**config.mk**
```make
export PLATFORM = sky130hd
export DESIGN_NAME = pipe_stall_ctrl
export DESIGN_NICKNAME = d
export VERILOG_FILES = /design/src/rtl/riscv_pipe_pkg.sv /design/src/rtl/pipe_lu_detect.sv /design/src/rtl/pipe_stall_ctrl.sv
export SDC_FILE = /design/constraint.sdc
export NUM_CORES = 1
export LEC_CHECK = 0
export ABC_AREA = 1
export BUFFER_PORTS_ARGS = -buffer_cell sky130_fd_sc_hd__buf_4
export CORE_ASPECT_RATIO = 1.2
export CORE_MARGIN = 3
export CORE_UTILIZATION = 35
export DETAILED_ROUTE_END_ITERATION = 16
export GPL_TIMING_DRIVEN = 0
export PLACE_DENSITY = 0.54
export REMOVE_ABC_BUFFERS = 1
export SYNTH_ARGS = -nofsm -noshare
export SYNTH_HDL_FRONTEND = slang
export SYNTH_HIERARCHICAL = 1
export SYNTH_SLANG_ARGS = --single-unit
```
**constraint.sdc**
```tcl
create_clock -name clk -period 5.1 [get_ports clk]
set_input_delay 0.51 -clock clk [delete_from_list [all_inputs] [get_ports clk]]
set_output_delay 0.51 -clock clk [all_outputs]
set_load 0.05 [all_outputs]
```
**src/rtl/riscv_pipe_pkg.sv**
```systemverilog
// riscv_pipe_pkg: shared pipeline-control encodings and constants
package riscv_pipe_pkg;
  localparam int REG_AW = 5;
  localparam logic [REG_AW-1:0] X0 = '0;
  typedef enum logic [1:0] {ST_RUN = 2'd0, ST_LU = 2'd1, ST_MC = 2'd2} state_t;
endpackage

```
**src/rtl/pipe_lu_detect.sv**
```systemverilog
// pipe_lu_detect: load-use hazard compare between EX load and ID sources
module pipe_lu_detect
  import riscv_pipe_pkg::*;
(
  input  logic [REG_AW-1:0] id_rs1,
  input  logic [REG_AW-1:0] id_rs2,
  input  logic              id_use_rs1,
  input  logic              id_use_rs2,
  input  logic [REG_AW-1:0] ex_rd,
  input  logic              ex_mem_read,
  output logic              lu_hit
);
  assign lu_hit = ex_mem_read && ex_rd != X0 &&
                  ((id_use_rs1 && id_rs1 == ex_rd) || (id_use_rs2 && id_rs2 == ex_rd));
endmodule

```
**src/rtl/pipe_stall_ctrl.sv**
```systemverilog
// pipe_stall_ctrl: pipeline enable/flush sequencing for load-use, branch squash and multi-cycle EX
module pipe_stall_ctrl
  import riscv_pipe_pkg::*;
#(
  parameter int LU_STALL = 1,
  parameter int CNT_W    = 32
) (
  input  logic              clk,
  input  logic              rst,
  input  logic [REG_AW-1:0] id_rs1,
  input  logic [REG_AW-1:0] id_rs2,
  input  logic              id_use_rs1,
  input  logic              id_use_rs2,
  input  logic [REG_AW-1:0] ex_rd,
  input  logic              ex_mem_read,
  input  logic              ex_is_mc,
  input  logic              ex_br_taken,
  input  logic              mc_done,
  output logic              pc_en,
  output logic              ifid_en,
  output logic              idex_en,
  output logic              ifid_flush,
  output logic              idex_flush,
  output logic              exmem_flush,
  output logic              mc_start,
  output logic [CNT_W-1:0]  stall_cnt
);
  state_t     state;
  logic [1:0] lu_cnt;
  logic       lu_hit;
  pipe_lu_detect u_lu (
    .id_rs1     (id_rs1),
    .id_rs2     (id_rs2),
    .id_use_rs1 (id_use_rs1),
    .id_use_rs2 (id_use_rs2),
    .ex_rd      (ex_rd),
    .ex_mem_read(ex_mem_read),
    .lu_hit     (lu_hit)
  );
  always_comb begin
    pc_en       = 1'b1;
    ifid_en     = 1'b1;
    idex_en     = 1'b1;
    ifid_flush  = 1'b0;
    idex_flush  = 1'b0;
    exmem_flush = 1'b0;
    mc_start    = 1'b0;
    if (rst) begin
      {pc_en, ifid_en, idex_en} = 3'b000;
      {ifid_flush, idex_flush, exmem_flush} = 3'b111;
    end else if (state == ST_MC) begin
      if (!mc_done) begin
        {pc_en, ifid_en, idex_en} = 3'b000;
        exmem_flush = 1'b1;
      end
    end else if (state == ST_LU) begin
      {pc_en, ifid_en} = 2'b00;
      idex_flush = 1'b1;
    end else if (state == ST_RUN) begin
      if (ex_br_taken) begin
        {ifid_flush, idex_flush} = 2'b11;
      end else if (ex_is_mc) begin
        {pc_en, ifid_en, idex_en} = 3'b000;
        exmem_flush = 1'b1;
        mc_start = 1'b1;
      end else if (lu_hit) begin
        {pc_en, ifid_en} = 2'b00;
        idex_flush = 1'b1;
      end
    end
  end
  // lu_cnt holds the bubbles still owed including the current LU cycle
  always_ff @(posedge clk or posedge rst) begin
    if (rst) begin
      state     <= ST_RUN;
      lu_cnt    <= '0;
      stall_cnt <= '0;
    end else begin
      if (!pc_en) stall_cnt <= stall_cnt + 1'b1;
      case (state)
        ST_RUN: begin
          if (!ex_br_taken && ex_is_mc) state <= ST_MC;
          else if (!ex_br_taken && lu_hit && LU_STALL > 1) begin
            lu_cnt <= 2'(LU_STALL - 1);
            state  <= ST_LU;
          end
        end
        ST_LU: begin
          lu_cnt <= lu_cnt - 1'b1;
          if (lu_cnt == 2'd1) state <= ST_RUN;
        end
        ST_MC: if (mc_done) state <= ST_RUN;
        default: state <= ST_RUN;
      endcase
    end
  end
endmodule

```
==> out/metrics.csv, run 1 <==
stage;metric;value;unit
cts;clkLatencyLatePin;0.29;ns
die;chipWidth;79.1;um
logic_synthesis;synth.avg_cell_area;6.58;um^2
logic_synthesis;synthesis.area;2240;um^2
final_layout;postLayoutCellArea;2900;um^2
cts;tritoncts;built;
sta;final.period_utilization;52.3;%
placed_design;detailedPlace.worstSlack;2.33;ns
sta;tns;0;ns
logic_synthesis;synth_warn;6;
final_layout;drive_above_1_share;23.6;%
global_route;grt_start_max_net_pins;36;
power_and_ir_drop;net-switching-power;0.349;mW
power_and_ir_drop;switching_part_of_the_total;39.1;%
route;routed-via-count;2241;
power_and_ir_drop;power_frac_comb;33.8;%
logic_synthesis;synthCells;341;
sta;worst_clock_skew;0.00584;ns
route;first_iter_violations;91;
global_route;first_global_vias;2237;
global_route;groute.usage.overall;17.2;%
cts;cts_post_setup_buffers_inserted;0;
global_route;grt_first_pass_wirelength;10000;um
sta;timing_max_transition_violations_final;0;
worst_setup_path;worst_endpoint_required_time;4.59;ns
worst_setup_path;crit_startpoint;rst;
route;detail-route-antenna-nets;0;
worst_setup_path;worst_path_largest_cell_delay;0.54;ns
route;post_drt_wl_per_cell;12.1;um
power_and_ir_drop;power_density;308;nW/um^2
placed_design;dpl-instance-area;2780;um^2
cts;numCtsBuffers;5;
route;drt-total-wl;5920;um
die;floorplan.core_area;6130;um^2
placed_design;port_buffers;61;
cts;cts-hold-fix-buffers;0;
power_and_ir_drop;p_leak;1.43;nW
power_and_ir_drop;ir_worst_vdd;0.000215;V
cts;root_buffer;sky130_fd_sc_hd__clkbuf_8;
worst_setup_path;path_common_cell;sky130_fd_sc_hd__buf_4;
final_layout;most_frequent_standard_cell_in_the_layout_excluding_fill_and_tap_cells;sky130_fd_sc_hd__nand2_1;
global_route;initial_antenna_violation_count;0;
placed_design;final_replace_weighted_congestion;0.801;
logic_synthesis;synth_seq_cells;33;
worst_setup_path;crit_path_capture_type;output port;
power_and_ir_drop;share_clk_of_total_power;29.2;%
cts;post_cts_resized;0;
logic_synthesis;yosysSeqAreaShare;36.8;%
run_status;outcome;finished clean;
sta;fmax;375;MHz
worst_setup_path;worstPathMaxFanout;35;
die;die_area;7410;um^2
worst_setup_path;cpMaxStageDelayCell;sky130_fd_sc_hd__inv_2;
die;initial_core_util;36.6;%
final_layout;antenna_cells_inserted;0;
die;ioPinCount;62;
route;drc;0;
die;fp.dieH;93.7;um
logic_synthesis;yosysUniqueCellTypes;22;
final_layout;synthToLayoutAreaGrowth;29.1;%
power_and_ir_drop;power_report.internal_total;0.544;mW
cts;clkSlewWorstSetupHoldPaths;0.07;ns
worst_setup_path;setup.worst_path.class;input pin to output port;
sta;timing.final.hold_violations;0;
cts;h-tree-depth;2;
job;maxCapViolCount;0;
sta;final-setup-viol-count;0;
die;row_count;31;
cts;cts_buffer_depth;2;
worst_setup_path;r2r_start;state[1];
cts;clock-sinks;33;
route;via_per_inst;4.58;
sta;timing_worst_slew_pin_value;0.746;ns
final_layout;finish.net_count;430;
placed_design;dp.final_hpwl;4720;um
sta;layout_min_cycle_time;2.67;ns
sta;unrepaired_setup_endpoints_after_global_routing;no;
sta;slew_headroom;50.2;%
global_route;overflow;0;
worst_setup_path;launching_element_type_of_the_critical_path;input pin;
sta;post-route-worst-setup-slack;2.43;ns
worst_setup_path;worst_path_cell_chain;buf_4 -> inv_2 -> nand2_2 -> nor2_4 -> buf_4;
power_and_ir_drop;proportion_of_power_drawn_by_flip_flops_and_latches;37.0;%
route;drt_first_pass_iters;4;
final_layout;most-common-layout-cells;sky130_fd_sc_hd__nand2_1 (129), sky130_fd_sc_hd__buf_4 (61), sky130_fd_sc_hd__nor2_1 (47);
worst_setup_path;worstPathArrival;2.16;ns
hold_path;timing.hold.worst.class;input pin to async pin;
critical path: cells and delay by family:
| kind | cells | cell delay, ns |
|---|---|---|
| buffers and inverters | 3 | 0.97 |
| and+or+nand+nor | 2 | 0.68 |
kinds of logic (layout without fill, tap and decap cells):
group                    count (synthesis)  after routing  share of synthesized area (%)
adder cells (fa/ha/maj)                  1              1                          0.558
AO/OA/AOI/OAI                            9              9                           2.17
buffers and inverters                   50            116                           8.92
AND/OR/NAND/NOR                        236            236                           46.8
XOR/XNOR                                12             12                           4.68
flip-flops                              33             33                           36.8
registers in the layout, indices dropped and copies added, names as in the netlist:
signal	count
stall_cnt	32
state	1
worst paths after layout:
check                                endpoint  slack (ns)  depth (start not counted)
worst max-delay path                  ifid_en        2.43                          5
worst min-delay path                 state[1]        0.37                          2
worst max register to register  stall_cnt[21]        3.47                          6
worst min register to register  stall_cnt[31]        0.50                          2
max in group asynchronous        stall_cnt[7]        4.25                          2
min in group clk                stall_cnt[31]        0.50                          2
cell type report:
cell class,count,area (um^2)
clock inverter,1,30.0
clock buffer,7,86.3
tap,82,103
multi-input combinational,258,1220
timing repair buffer,61,458
fill,660,3230
inverter,47,176
sequential,33,826
synthesized netlist by cell type:
cell	number	share of area, %
sky130_fd_sc_hd__xnor2_1	7	2.7
sky130_fd_sc_hd__nor2_2	13	3.6
sky130_fd_sc_hd__nor2_4	5	2.5
sky130_fd_sc_hd__inv_2	3	0.50
sky130_fd_sc_hd__buf_6	1	0.50
sky130_fd_sc_hd__buf_4	1	0.33
sky130_fd_sc_hd__nor2_1	47	7.9
sky130_fd_sc_hd__xor2_1	5	2.0
sky130_fd_sc_hd__nand4_1	10	2.8
sky130_fd_sc_hd__and2_1	1	0.28
sky130_fd_sc_hd__nand3b_1	9	3.0
sky130_fd_sc_hd__buf_2	1	0.22
sky130_fd_sc_hd__a21oi_1	3	0.67
sky130_fd_sc_hd__nand3_1	17	3.8
sky130_fd_sc_hd__nand2_2	5	1.4
sky130_fd_sc_hd__ha_1	1	0.56
sky130_fd_sc_hd__a31o_2	1	0.39
sky130_fd_sc_hd__nand2_1	129	22
sky130_fd_sc_hd__o21ai_0	4	0.89
sky130_fd_sc_hd__o21ai_1	1	0.22
sky130_fd_sc_hd__dfrtp_1	33	37
sky130_fd_sc_hd__inv_1	44	7.4
metal layers:
metal  part of all wire (%)  global-route usage, %  vias up  wire length (um)
met5                      0                      0        -                 0
met3                    4.5                   3.65       12               268
met1                     42                   20.0     1016              2520
met2                     50                   30.5       48              2980
li1                       -                      -     1165                 -
met4                    2.7                   6.88        0               161
power groups by stage:
stage,clock (mW),combinational (mW),sequential (mW)
final,0.261,0.302,0.330
after global routing,0.279,0.324,0.335
after floorplan,0,0.108,0.428
after global placement,0,0.304,0.334
after detailed placement,0,0.305,0.335
after CTS,0.269,0.306,0.330
through the flow:
step                      std cells  utilization, %  hold slack [ns]  total power [mW]
after floorplan                 338               -            0.561             0.536
after global placement          481            45.4            0.486             0.638
after detailed placement        481            45.4            0.497             0.640
after CTS                       489            47.3            0.396             0.906
after global routing            489            47.3            0.432             0.938
final                           489            47.3            0.368             0.893
No activity file was read; power rests on OpenSTA's default activity.
==> run 2, diff against run 1 <==
--- a/config.mk
+++ b/config.mk
@@ -12,7 +12,7 @@
 export CORE_UTILIZATION = 35
 export DETAILED_ROUTE_END_ITERATION = 16
 export GPL_TIMING_DRIVEN = 0
-export PLACE_DENSITY = 0.54
+export PLACE_DENSITY = 0.56
 export REMOVE_ABC_BUFFERS = 1
 export SYNTH_ARGS = -nofsm -noshare
 export SYNTH_HDL_FRONTEND = slang
==> constraint.sdc (replaced) <==
create_clock -name clk -period 2.35 [get_ports clk]
set_input_delay 0.235 -clock clk [delete_from_list [all_inputs] [get_ports clk]]
set_output_delay 0.235 -clock clk [all_outputs]
set_load 0.05 [all_outputs]
==> out/metrics.csv, run 2 (synthesized netlist as in run 1, its figures left out) <==
stage;metric;value;unit;change
cts;cts_post_setup_buffers_inserted;0;;unchanged
route;routed-via-count;2268;;was 2,241
sta;timing.final.hold_violations;0;;unchanged
sta;fmax;473;MHz;
global_route;first_global_vias;2228;;was 2,237
final_layout;most_frequent_standard_cell_in_the_layout_excluding_fill_and_tap_cells;sky130_fd_sc_hd__nand2_1;;unchanged
route;first_iter_violations;72;;was 91
worst_setup_path;worstPathBufferInverterCount;3;;unchanged
sta;final-setup-viol-count;0;;unchanged
global_route;grt_first_pass_wirelength;9970;um;was 10,000 um
sta;timing_worst_slew_pin_value;0.756;ns;was 0.746 ns
sta;final.period_utilization;90.0;%;
die;row_count;31;;unchanged
worst_setup_path;crit_startpoint;rst;;unchanged
worst_setup_path;crit_path_capture_type;output port;;unchanged
worst_setup_path;r2r.worst_path.cells;6;;unchanged
worst_setup_path;launching_element_type_of_the_critical_path;input pin;;unchanged
worst_setup_path;timing.rr.end;stall_cnt[21];;unchanged
final_layout;synthToLayoutAreaGrowth;27.8;%;was 29.1%
final_layout;drive_above_1_share;23.4;%;was 23.6%
cts;clock-sinks;33;;unchanged
worst_setup_path;worstPathMaxFanout;35;;unchanged
placed_design;final_replace_weighted_congestion;0.837;;was 0.801
global_route;groute.usage.overall;17.1;%;was 17.2%
worst_setup_path;setup.worst_path.class;input pin to output port;;unchanged
cts;root_buffer;sky130_fd_sc_hd__clkbuf_8;;unchanged
route;drc;0;;unchanged
power_and_ir_drop;power_density;629;nW/um^2;was 308 nW/um^2
sta;worst_clock_skew;0.00560;ns;was 0.00584 ns
sta;timing_max_transition_violations_final;0;;unchanged
die;fp.dieH;93.7;um;unchanged
worst_setup_path;cpLargestDelayFamily;buffers and inverters;;unchanged
job;maxCapViolCount;0;;unchanged
worst_setup_path;worst_path_largest_cell_delay;0.54;ns;about the same
route;drt-total-wl;5780;um;was 5920 um
final_layout;max_flop_register;stall_cnt;;unchanged
placed_design;dpl-instance-area;2780;um^2;unchanged
route;drt_first_pass_iters;4;;unchanged
final_layout;postLayoutCellArea;2870;um^2;was 2900 um^2
worst_setup_path;worst_endpoint_required_time;2.12;ns;was 4.59 ns
route;route.met3.wl;294;um;was 268 um
worst_setup_path;r2r_start;state[1];;unchanged
route;top_layer_used;met4;;unchanged
worst_setup_path;worst_path_cell_chain;buf_4 -> inv_2 -> nand2_2 -> nor2_4 -> buf_4;;unchanged
sta;tns;0;ns;unchanged
cts;clkLatencyLatePin;0.29;ns;about the same
worst_setup_path;reg_to_reg_slack_setup;0.73;ns;was 3.47 ns
die;die_area;7410;um^2;unchanged
die;chipWidth;79.1;um;unchanged
cts;cts_buffer_depth;2;;unchanged
final_layout;antenna_cells_inserted;0;;unchanged
cts;numCtsBuffers;5;;unchanged
final_layout;multi_input_comb_area;1220;um^2;unchanged
final_layout;fill_cells;681;;was 660
final_layout;sequential_cell_area_in_the_final_layout;826;um^2;unchanged
final_layout;top_regs;stall_cnt (32), state (1);;unchanged
die;ioPinCount;62;;unchanged
die;floorplan.core_area;6130;um^2;unchanged
placed_design;port_buffers;61;;unchanged
worst_setup_path;worstPathArrival;1.88;ns;was 2.16 ns
route;via_per_inst;4.65;;was 4.58
placed_design;dp.final_hpwl;4650;um;was 4720 um
power_and_ir_drop;ir_worst_vdd;0.000385;V;was 0.000215 V
route;detail-route-antenna-nets;0;;unchanged
final_layout;finish.net_count;430;;unchanged
route;detail_route.wirelength.met1;2390;um;was 2520 um
worst_setup_path;path_common_cell;sky130_fd_sc_hd__buf_4;;unchanged
worst_setup_path;cpMaxStageDelayCell;sky130_fd_sc_hd__inv_2;;unchanged
cts;h-tree-depth;2;;unchanged
hold_path;timing.hold.worst.class;input pin to async pin;;unchanged
cts;clkSlewWorstSetupHoldPaths;0.07;ns;about the same
run_status;outcome;finished clean;;unchanged
global_route;overflow;0;;unchanged
die;initial_core_util;36.6;%;unchanged
route;routed-wl-met2;2980;um;about the same
cts;cts-hold-fix-buffers;0;;unchanged
sta;unrepaired_setup_endpoints_after_global_routing;no;;unchanged
global_route;initial_antenna_violation_count;0;;unchanged
global_route;grt_start_max_net_pins;36;;unchanged
route;post_drt_wl_per_cell;11.8;um;was 12.1 um
sta;slew_headroom;49.5;%;was 50.2%
cts;post_cts_resized;0;;unchanged
power_and_ir_drop;p_leak;1.41;nW;was 1.43 nW
final_layout;largest_register_ff_count;32;;unchanged
sta;layout_min_cycle_time;2.11;ns;
cts;tritoncts;built;;unchanged
final_layout;most-common-layout-cells;sky130_fd_sc_hd__nand2_1 (129), sky130_fd_sc_hd__buf_4 (61), sky130_fd_sc_hd__nor2_1 (47);;unchanged
run 2: area by class of cell:
type | instances | area share (%)
multi-input combinational | 258 | 42.5
clock buffer | 7 | 3.01
tap | 82 | 3.58
sequential | 33 | 28.8
inverter | 47 | 6.15
timing repair buffer | 61 | 16.0
run 2: report_power, final:
part           internal [mW]  total, mW  switching [mW]
registers              0.634      0.717          0.0828
logic                  0.200      0.647           0.447
clock network          0.232      0.439           0.207
run 2: worst max path at each step:
| stage | to | depth (start not counted) |
|---|---|---|
| after floorplan | idex_flush | 3 |
| after global placement | ifid_en | 5 |
| after detailed placement | ifid_en | 5 |
| after CTS | ifid_en | 5 |
| after global routing | ifid_en | 5 |
| final | ifid_en | 5 |
run 2: through the flow:
step / cells / hold slack (ns) / power, mW / worst slack [ns] / utilization [%]
6_report: 488 / 0.0970 / 1.80 / 0.236 / 46.8
3_3_place_gp: 481 / 0.487 / 1.38 / -0.386 / 45.4
4_1_cts: 488 / 0.132 / 1.83 / 0.131 / 46.8
2_1_floorplan: 338 / 0.386 / 1.16 / -0.314 / -
5_1_grt: 488 / 0.164 / 1.91 / 0.0320 / 46.8
3_5_place_dp: 481 / 0.444 / 1.39 / 0.133 / 45.4
run 2: layer usage:
layer,global-route usage [%],vias to the layer above
li1,-,1172
met1,19.6,1043
met2,30.5,46
met3,4.03,7
met4,6.59,0
met5,0,-
run 2: worst register-to-register path: stages, from the launching register on:
cell and delay, ns:
sky130_fd_sc_hd__dfrtp_1 0.43, sky130_fd_sc_hd__nand2_1 0.13, sky130_fd_sc_hd__nand2_2 0.08, sky130_fd_sc_hd__nor2_4 0.50
sky130_fd_sc_hd__nor2_1 0.19, sky130_fd_sc_hd__nand3b_1 0.13, sky130_fd_sc_hd__nand2_1 0.06
